$ cat config.mk
export PLATFORM = sky130hd
export DESIGN_NAME = serial_adder_8bit
export DESIGN_NICKNAME = d
export VERILOG_FILES = /design/src/rtl/serial_adder_pkg.sv /design/src/rtl/serial_adder_8bit_full_adder.sv /design/src/rtl/serial_adder_8bit.sv
export SDC_FILE = /design/constraint.sdc
export NUM_CORES = 1
export LEC_CHECK = 0
export BUFFER_PORTS_ARGS = -buffer_cell sky130_fd_sc_hd__buf_2
export CORE_ASPECT_RATIO = 1.1
export CORE_MARGIN = 2
export CORE_UTILIZATION = 47
export CTS_CLUSTER_SIZE = 30
export DETAILED_ROUTE_END_ITERATION = 8
export GPL_TIMING_DRIVEN = 1
export PLACE_DENSITY = 0.75
export REMOVE_ABC_BUFFERS = 1
export SYNTH_ARGS = -nofsm -noshare
export SYNTH_HDL_FRONTEND = slang
export SYNTH_HIERARCHICAL = 1
export SYNTH_SLANG_ARGS = --single-unit
$ cat constraint.sdc
create_clock -name SA_clk -period 1.4 [get_ports SA_clk]
set_clock_uncertainty 0.1 [all_clocks]
set_input_delay 0.21 -clock SA_clk [delete_from_list [all_inputs] [get_ports SA_clk]]
set_output_delay 0.21 -clock SA_clk [all_outputs]
set_load 0.05 [all_outputs]
$ cat src/rtl/serial_adder_pkg.sv
// Shared state encodings and default operand width for the bit-serial adder.
package serial_adder_pkg;

    localparam int DEFAULT_WIDTH = 8;

    typedef enum logic [1:0] {
        IDLE  = 2'd0,
        SHIFT = 2'd1,
        DONE  = 2'd2
    } sa_state_t;

endpackage

$ cat src/rtl/serial_adder_8bit_full_adder.sv
// One-bit full adder built from two half adders and an OR of their carries.
module half_adder (
    input  logic a,
    input  logic b,
    output logic s,
    output logic c
);
    assign s = a ^ b;
    assign c = a & b;
endmodule

module full_adder (
    input  logic a,
    input  logic b,
    input  logic ci,
    output logic s,
    output logic co
);
    logic s1;
    logic c1;
    logic c2;

    half_adder u_ha_ab (.a(a),  .b(b),  .s(s1), .c(c1));
    half_adder u_ha_ci (.a(s1), .b(ci), .s(s),  .c(c2));

    assign co = c1 | c2;
endmodule

$ cat src/rtl/serial_adder_8bit.sv
// Bit-serial adder, one operand bit per clock, with a valid/ready handshake on both sides.
// Optional overflow output is enabled by defining SA_OVERFLOW_EN.
//
// state | meaning
// IDLE  | waiting for an operand pair; SA_in_ready high
// SHIFT | adding one bit per edge, LSB first
// DONE  | result held on SA_sum/SA_cout until SA_out_ready
import serial_adder_pkg::*;

module serial_adder_8bit #(
    parameter int WIDTH = DEFAULT_WIDTH
) (
    input  logic             SA_clk,
    input  logic             SA_rst,
    input  logic             SA_in_valid,
    output logic             SA_in_ready,
    input  logic [WIDTH-1:0] SA_in1,
    input  logic [WIDTH-1:0] SA_in2,
    input  logic             SA_cin,
    output logic             SA_out_valid,
    input  logic             SA_out_ready,
    output logic [WIDTH-1:0] SA_sum,
    output logic             SA_busy,
`ifdef SA_OVERFLOW_EN
    output logic             SA_cout,
    output logic             SA_ovf
`else
    output logic             SA_cout
`endif
);

    localparam int CNT_W = $clog2(WIDTH);
    localparam logic [CNT_W-1:0] LAST_BIT = CNT_W'(WIDTH - 1);

    sa_state_t        state;
    logic [WIDTH-1:0] a_sr;
    logic [WIDTH-1:0] b_sr;
    logic             carry_q;
    logic [CNT_W-1:0] cnt;
    logic             fa_s;
    logic             fa_co;

    full_adder u_fa (
        .a  (a_sr[0]),
        .b  (b_sr[0]),
        .ci (carry_q),
        .s  (fa_s),
        .co (fa_co)
    );

    assign SA_in_ready = (state == IDLE);
    assign SA_busy     = (state != IDLE);

    always_ff @(posedge SA_clk) begin
        if (SA_rst) begin
            state        <= IDLE;
            a_sr         <= '0;
            b_sr         <= '0;
            carry_q      <= 1'b0;
            cnt          <= '0;
            SA_out_valid <= 1'b0;
            SA_sum       <= '0;
            SA_cout      <= 1'b0;
`ifdef SA_OVERFLOW_EN
            SA_ovf       <= 1'b0;
`endif
        end else begin
            case (state)
                IDLE: begin
                    if (SA_in_valid) begin
                        a_sr    <= SA_in1;
                        b_sr    <= SA_in2;
                        carry_q <= SA_cin;
                        cnt     <= '0;
                        state   <= SHIFT;
                    end
                end
                SHIFT: begin
                    // Sum bits enter at the MSB so the last bit lands the word in place.
                    SA_sum  <= {fa_s, SA_sum[WIDTH-1:1]};
                    a_sr    <= a_sr >> 1;
                    b_sr    <= b_sr >> 1;
                    carry_q <= fa_co;
                    cnt     <= cnt + 1'b1;
                    if (cnt == LAST_BIT) begin
                        SA_cout      <= fa_co;
`ifdef SA_OVERFLOW_EN
                        // carry_q is the carry into the MSB on this edge
                        SA_ovf       <= carry_q ^ fa_co;
`endif
                        SA_out_valid <= 1'b1;
                        state        <= DONE;
                    end
                end
                DONE: begin
                    if (SA_out_ready) begin
                        SA_out_valid <= 1'b0;
                        state        <= IDLE;
                    end
                end
                default: state <= IDLE;
            endcase
        end
    end

endmodule

* After elaboration in Yosys (flattened, before gate mapping) *
Index checks and enable logic that the tools add are counted.

operators by class
  $mul = 0
  reductions and logical operators = 8
  $add $sub $neg = 1
  divide/modulo/power cells = 0
  bitwise operators = 5
  magnitude comparators = 0
  shift operators = 0
  multiplexer cells = 15
  eq/ne operators = 6

operators by type and width
  operator                                        number
  one-hot mux 8 bit (2 select lines)              2
  2-to-1 mux 8 bit                                2
  2-to-1 mux 2 bit                                3
  != test 2 bit (second input constant)           3
  one-hot mux 2 bit (3 select lines)              1
  one-hot mux 3 bit (2 select lines)              1
  AND reduction 3 bit                             2
  nonzero test 2 bit                              3
  one-hot mux 1 bit (2 select lines)              2
  AND reduction 2 bit                             2
  adder 3 x 1 -> 3 bit (second input constant)    1
  == test 3 bit (second input constant)           1
  2-to-1 mux 1 bit                                3
  2-to-1 mux 3 bit                                1
  bitwise AND 1 bit                               2
  == test 2 x 1 -> 1 bit (second input constant)  1
  == test 2 bit (second input constant)           1
  zero test 2 bit                                 1
  XOR 1 bit                                       2
  OR 1 bit                                        1

word-level totals
  bits in read-only memories = 0
  output and inout bits = 12
  bits in registers = 32
  latch bits = 0
  input port bits = 21
  memories = 0
  RAM bits = 0
  logic and storage cells = 43

* Longest topological paths before layout *
Gate-level depths: netlist of the first run.

  depth in word-level cells = 4
  mapped depth = 6
  mapped depth without buffers = 6

* Cells and area by module *
Netlist of the first run, hierarchy kept.

by module, submodules not included
  module             times used  sequential area each (um^2)  cells an instance  area each (um^2)
  serial_adder_8bit  1           640.6                        148                1378.8
  half_adder         2           0.0                          1                  12.5
  full_adder         1           0.0                          1                  6.3

* Worst setup path after synthesis of the first run *
OpenSTA, ideal clock, no wires.

  kind = register to register
  start point = register state[0]
  end point = register a_sr[0]
  cell stages (with the launch flop) = 6
  path buffers = 2
  slack = -149 ps
  setup time = 119 ps
  required time = 1181 ps
  period minus slack after synthesis = 1549 ps
  arrival time = 1330 ps
  cell sequence = dfxtp_1 buf_6 nor2_4 nand2_1 buf_2 o221a_1

on the way
  word-level cells in the longest chain between the ends = 3
  elaborated cells between the ends (all ways) = 6
  classes of those cells = eq/ne: 2; mux: 1; reduce/logical: 3

ends and longest elaborated chain
  what                                                                  line                     source
  start: declaration                                                    serial_adder_8bit.sv:35  sa_state_t state;
  start signal: assignment                                              serial_adder_8bit.sv:56  state <= IDLE;
  start signal: assignment                                              serial_adder_8bit.sv:75  state <= SHIFT;
  start signal: assignment                                              serial_adder_8bit.sv:92  state <= DONE;
  zero test 2 bit *                                                     --
  net SA_in_ready                                                       serial_adder_8bit.sv:16  output logic SA_in_ready,
  != test 2 bit (no source line) or nonzero test 2 bit (tied branches)  --
  AND reduction 2 bit (no source line)                                  --
  end signal: assignment                                                serial_adder_8bit.sv:71  a_sr <= SA_in1;
  end signal: assignment                                                serial_adder_8bit.sv:81  a_sr <= a_sr >> 1;
  end: declaration                                                      serial_adder_8bit.sv:36  logic [WIDTH-1:0] a_sr;

The timed path passes the listed nets; every way through them passes the cells marked *.
A chain may end at the register's enable or synchronous reset.

* Worst setup path in the final report of the first run *
  start point = register b_sr[0]
  end point = register carry_q

on the way
  word-level cells in the longest chain between the ends = 4
  elaborated cells between the ends (all ways) = 5
  classes of those cells = mux: 1; bitwise: 4

ends and longest elaborated chain
  what                                line                                source
  start: declaration                  serial_adder_8bit.sv:37             logic [WIDTH-1:0] b_sr;
  start signal: assignment            serial_adder_8bit.sv:72             b_sr <= SA_in2;
  start signal: assignment            serial_adder_8bit.sv:82             b_sr <= b_sr >> 1;
  XOR 1 bit                           serial_adder_8bit_full_adder.sv:8   assign s = a ^ b;
  net u_fa.s1                         serial_adder_8bit_full_adder.sv:19  logic s1;
  bitwise AND 1 bit                   serial_adder_8bit_full_adder.sv:9   assign c = a & b;
  net u_fa.c2                         serial_adder_8bit_full_adder.sv:21  logic c2;
  OR 1 bit                            serial_adder_8bit_full_adder.sv:26  assign co = c1 | c2;
  net fa_co                           serial_adder_8bit.sv:41             logic fa_co;
  one-hot mux 1 bit (2 select lines)  serial_adder_8bit.sv:68             case (state)
  end signal: assignment              serial_adder_8bit.sv:73             carry_q <= SA_cin;
  end signal: assignment              serial_adder_8bit.sv:83             carry_q <= fa_co;
  end: declaration                    serial_adder_8bit.sv:38             logic carry_q;

The timed path passes the listed nets, and every way through them passes these cells.

==> impl_metrics.json, run 1 <==
{
  "avgSynthCellArea_sq_um": 9.34,
  "antenna-diode-count": 0,
  "ant_nets": 0,
  "h-tree-depth": 2,
  "synth_compound_area_share_pct": 26.7,
  "rows": 20,
  "dpl.hpwl_microns": 2020,
  "synth_top_family_by_area": "compound AO/OA/AOI/OAI gates",
  "place.gp.congestion": 0.719,
  "ff2ff_setup_slack_ns": -0.009,
  "fin_ws_ns": -0.00906,
  "start_kind": "register",
  "violations": "negative setup slack",
  "cts_max_path_buffers": 2,
  "nNetsFinal": 219,
  "setup_viol": 1,
  "synth_top_area_share_pct": 45.4,
  "grt_pass1_wl_microns": 5180,
  "synth_mux_area_share_pct": 1.42,
  "netlist_top_cells_count": "dfxtp_1 (32), a21oi_1 (20), nand2_1 (20), inv_1 (17), o221a_1 (15)",
  "vdd_drop_max_uv": 711,
  "overflow": 0,
  "rr_startpoint": "b_sr[0]$_SDFFE_PP0P_",
  "grt_util_all_layers_pct": 19.6,
  "drt-initial-drc-count": 24,
  "finalCriticalPeriod_ns": 1.41,
  "grt_max_degree": 21,
  "synth-simple-area-share_pct": 12.9,
  "hold_ws_ns": 0.0366,
  "critPathCapture": "carry_q$_SDFFE_PP0P_",
  "slew_headroom_pct": 70.5,
  "vias": 1192,
  "core_area_sq_um": 2800,
  "power.total_uw": 1800,
  "yosys_warnings": 6,
  "ys_seq_area_share_pct": 45.4,
  "routedWlPerCell_microns": 13.3,
  "cts_tree": "yes",
  "fin_util_pct": 63.4,
  "syn_area_sq_um": 1410,
  "portBuffers": 32,
  "arrival_ns": 1.54,
  "wl_microns": 3010,
  "numCtsBuffers": 5,
  "busiest_layer": "met2",
  "yosysUniqueCellTypes": 27,
  "tightest_slew_ns": 0.443,
  "regToRegEndpoint": "carry_q$_SDFFE_PP0P_",
  "grt_util_met2_pct": 34.3,
  "cts-root-buf": "clkbuf_4",
  "synth_edf_count": 0,
  "power.density_nw_per_um2": 1010,
  "ys_ff_latch": 32,
  "rr_worst_depth": 6,
  "grt_pass1_vias": 1218,
  "synthXorXnorAreaFrac_pct": 0,
  "die_y_microns": 61.5,
  "antenna_found_initial": 0,
  "synthAdderAreaFrac_pct": 3.55,
  "clock_latency_ns": 0.33,
  "synth_cells": 151,
  "grt_use_met3_pct": 5.88,
  "drive_gt1_share_pct": 37.1,
  "slew_violations": 0,
  "gr-usage-met1_pct": 22.5,
  "start_util_pct": 50.3,
  "crit_path_start": "b_sr[0]$_SDFFE_PP0P_",
  "status": "complete, but fails checks",
  "worstPathRequired_ns": 1.53,
  "async_reset_ff_share_pct": 0,
  "dieArea_sq_um": 3460,
  "drt-pass1-iter-count": 4,
  "drc": 0,
  "hold_class": "in2reg",
  "pre_cts_ws_ns": -0.0936,
  "fmax_ghz": 0.710,
  "final_hold_viol_count": 0,
  "cp-end-kind": "register",
  "clock-sinks": 32,
  "synth_area_leader_cell": "dfxtp_1",
  "rsz0062_at_grt": "yes",
  "p_leak_uw": 0.000746,
  "area_growth_syn_to_layout_pct": 26.1,
  "fill_cells": 233,
  "clkSlewWorstSetupHoldPaths_ns": 0.10,
  "ys.flop_type": "dfxtp_1",
  "post-synth-top-count-cell": "dfxtp_1",
  "routed_via_density": 5.25,
  "worstSetupPathType": "reg2reg",
  "die_w_microns": 56.2,
  "final.period_utilization_pct": 101,
  "ioPinCount": 33,
  "critPathMaxFanout": 2,
  "timing.max_cap.violations": 0,
  "synth_area_leaders": "dfxtp_1 (45%), o221a_1 (12%), a21oi_1 (7.1%)"
}
worst max-delay path, stage by stage (launching register included):
cell and delay [ns]:
dfxtp_2 0.35, ha_4 0.24, ha_4 0.15, or2_1 0.21, inv_1 0.07, a21oi_2 0.05
o221a_1 0.13
metrics by stage:
stage	instance area [sq um]	setup TNS [ns]	std cells
finish	1780	-0.00906	227
detailed placement	1620	-0.180	214
global placement	1620	-0.0353	214
floorplan	1330	-21.67	140
CTS	1720	-0.0140	222
global route	1780	-0.0763	227
kinds of logic (layout without fill, tap and decap cells):
logic type,count (synthesis),in the layout
AOI/OAI and AO/OA,49,49
and+or+nand+nor,36,36
DFF,32,32
buffers and inverters,28,71
adders and majority gates,4,4
muxes,2,2
worst min-delay path by stage:
stage	from	cells after the start	slack, ns	end
finish	SA_in2[1]	2	0.04	b_sr[1]$_SDFFE_PP0P_
global route	SA_in2[3]	2	0.05	b_sr[3]$_SDFFE_PP0P_
CTS	SA_in2[1]	2	0.03	b_sr[1]$_SDFFE_PP0P_
detailed placement	SA_sum[2]$_SDFFE_PP0P_	2	0.36	SA_sum[1]$_SDFFE_PP0P_
global placement	SA_sum[0]$_SDFFE_PP0P_	2	0.34	SA_sum[0]$_SDFFE_PP0P_
floorplan	SA_rst	1	0.18	SA_cout$_SDFFE_PP0P_
report_power, final:
group          leakage, uW  total (uW)  switching [uW]  internal [uW]
logic             0.000454         315             166            149
registers         0.000265         997            35.1            962
clock network    0.0000281         490             305            185
total             0.000746        1800             506           1290
cells in the final DEF, fill, tap and decap left out, drive strengths merged:
| cell type | count |
|---|---|
| nand2b | 1 |
| a21oi | 28 |
| nor3 | 1 |
| nand3 | 1 |
| inv | 17 |
| a22oi | 2 |
| o21bai | 1 |
| mux2i | 2 |
| or2 | 1 |
| nor2 | 6 |
| nand4bb | 2 |
| clkbuf | 6 |
| ha | 4 |
| o21ai | 3 |
| nand2 | 20 |
| or3b | 1 |
| nor2b | 2 |
| o221a | 15 |
| dfxtp | 32 |
| nand3b | 1 |
| buf | 47 |
| clkinv | 1 |
registers in the layout, summed over array words and instances, names as in the netlist:
register	count
SA_cout	1
SA_out_valid	1
SA_sum	8
a_sr	8
b_sr	8
carry_q	1
cnt	3
state	2
per-layer routing:
metal | part of all wire [%] | routed length (microns)
met2 | 48 | 1450
met5 | 0 | 0
met1 | 45 | 1350
met4 | 1.8 | 55
met3 | 5.3 | 158
layout make-up:
class                      instances  area, sq um  share of cell area [%]
multi-input combinational         91          669                    37.6
sequential                        32          651                    36.6
inverter                          17         63.8                    3.59
clock inverter                     1         5.00                   0.281
timing repair buffer              47          307                    17.2
clock buffer                       6         41.3                    2.32
tap                               33         41.3                    2.32
what timing repair did:
item | in CTS | in global routing
hold buffers | 0 | 0
gates cloned | 0 | 1
buffers inserted | 2 | 4
setup endpoints to repair | 18 | 19
endpoints found under the hold margin | 0 | 0
pin swaps | 5 | 1
resized for setup | 14 | 6
Note: power is estimated with default switching activity, not from simulation.
==> run 2, diff against run 1 <==
CORE_ASPECT_RATIO = 0.9   (was 1.1)
==> run 2 against run 1 <==
Against the previous run: the flow still finishes with violations (negative setup slack); fmax fell by 1.3%; register-to-register slack barely moved; count of clock-buffer cells in the layout did not move; critical path depth fell by 2; die area barely moved; critical endpoint is now SA_busy; routed wire length rose by 0.13%; combinational power fell by 5%.
==> impl_metrics.json, run 2 (same netlist as run 1, synthesis figures left out) <==
{
  "status": "complete, but fails checks",
  "violations": "negative setup slack",
  "drt-pass1-iter-count": 4,
  "fin_ws_ns": -0.0273,
  "ioPinCount": 33,
  "finalCriticalPeriod_ns": 1.43,
  "die_w_microns": 61.7,
  "rr_worst_depth": 6,
  "regArea_sq_um": 646,
  "holdPathStages": 2,
  "worstPathRequired_ns": 1.09,
  "start_util_pct": 50.5,
  "vias": 1199,
  "overflow": 0,
  "hold_ws_ns": 0.0533,
  "regToRegEndpoint": "carry_q$_SDFFE_PP0P_",
  "min_from": "SA_in2[4]",
  "critPathMaxFanout": 5,
  "clock_latency_ns": 0.32,
  "numCtsBuffers": 5,
  "arrival_ns": 1.12,
  "start_kind": "register",
  "rsz0062_at_grt": "yes",
  "p_leak_uw": 0.000727,
  "vdd_drop_max_uv": 879,
  "fill_cells": 245,
  "hold_class": "in2reg",
  "fin_util_pct": 63.4,
  "portBuffers": 32,
  "cts-root-buf": "clkbuf_4",
  "dpl.hpwl_microns": 2060,
  "die_y_microns": 56.0,
  "fmax_ghz": 0.701,
  "ant_nets": 0,
  "area_growth_syn_to_layout_pct": 25.5,
  "rr_startpoint": "b_sr[0]$_SDFFE_PP0P_",
  "most-common-layout-cells": "buf_2 (30), dfxtp_1 (28), nand2_1 (20), a21oi_1 (20)",
  "setup_viol": 3,
  "cp-end-kind": "output port",
  "final_hold_viol_count": 0,
  "grt_pass1_vias": 1158,
  "final_common_cell": "buf_2",
  "power.density_nw_per_um2": 1130,
  "tightest_slew_ns": 0.520,
  "antenna-diode-count": 0,
  "clkSlewWorstSetupHoldPaths_ns": 0.11,
  "worstSetupPathType": "reg2out",
  "clock-sinks": 32,
  "cts_max_path_buffers": 2,
  "grt_max_degree": 28,
  "power.total_uw": 2000,
  "multi_input_area_sq_um": 666,
  "place.gp.congestion": 0.726,
  "antenna_found_initial": 0,
  "rows": 18,
  "drt-initial-drc-count": 45,
  "cts_tree": "yes",
  "ff2ff_setup_slack_ns": -0.01,
  "grt_util_all_layers_pct": 19.2,
  "drc": 0,
  "nNetsFinal": 214,
  "timing.max_cap.violations": 0,
  "routed_via_density": 5.21,
  "slew_violations": 0,
  "routedWlPerCell_microns": 13.1,
  "dieArea_sq_um": 3460,
  "wl_microns": 3010,
  "drive_gt1_share_pct": 36.8,
  "largestRegisters": "SA_sum (8), a_sr (8), b_sr (8)",
  "setup-tns-final_ns": -0.0465,
  "final.period_utilization_pct": 102,
  "h-tree-depth": 2,
  "core_area_sq_um": 2790,
  "min_to": "b_sr[4]$_SDFFE_PP0P_",
  "slew_headroom_pct": 65.3,
  "grt_pass1_wl_microns": 5020
}
run 2: layout make-up:
| cell class | instances | share of cell area, % |
|---|---|---|
| multi-input combinational | 91 | 37.6 |
| tap | 40 | 2.83 |
| inverter | 17 | 3.61 |
| clock buffer | 6 | 2.33 |
| sequential | 32 | 36.5 |
| clock inverter | 2 | 1.98 |
| timing repair buffer | 42 | 15.1 |
run 2: worst max-delay path: stages, from the launching register on:
cell,delay [ns]
dfxtp_2,0.34
buf_6,0.13
nor2_4,0.13
inv_2,0.05
buf_6,0.14
run 2: where the power goes:
part	switching [uW]	leakage, uW	internal, uW
registers	36.0	0.000264	964
logic	164	0.000421	134
clock network	322	0.0000422	375
run 2: per-layer routing:
layer	share of wire (%)	routed length, microns	vias up	global-route usage [%]
met5	0	0	-	0
met4	0.83	25	0	5.78
met3	4.5	135	2	6.28
met2	54	1610	25	32.3
met1	41	1240	575	22.5
li1	-	-	597	-
run 2: worst max-delay path by stage:
stage,from,end,slack [ns]
final,state[1]$_SDFFE_PP0P_,SA_busy,-0.03
after global routing,state[1]$_SDFFE_PP0P_,SA_busy,-0.06
after CTS,state[1]$_SDFFE_PP0P_,SA_busy,-0.03
after detailed placement,a_sr[0]$_SDFFE_PP0P_,carry_q$_SDFFE_PP0P_,-0.1
after global placement,a_sr[0]$_SDFFE_PP0P_,carry_q$_SDFFE_PP0P_,-0.04
after floorplan,state[0]$_SDFFE_PP0P_,b_sr[0]$_SDFFE_PP0P_,-0.87
run 2: stage by stage:
step / cell area (sq um) / instances / setup WS (ns)
finish: 1770 / 230 / -0.0273
global route: 1770 / 230 / -0.0624
CTS: 1760 / 230 / -0.0295
detailed placement: 1610 / 219 / -0.0979
global placement: 1610 / 219 / -0.0401
floorplan: 1330 / 140 / -0.867
run 2: repair_timing:
action	4_1_cts	5_1_grt
hold buffers	0	0
resized for setup	14	4
setup endpoints to repair	18	18
setup buffers	3	0
pin swaps	5	0
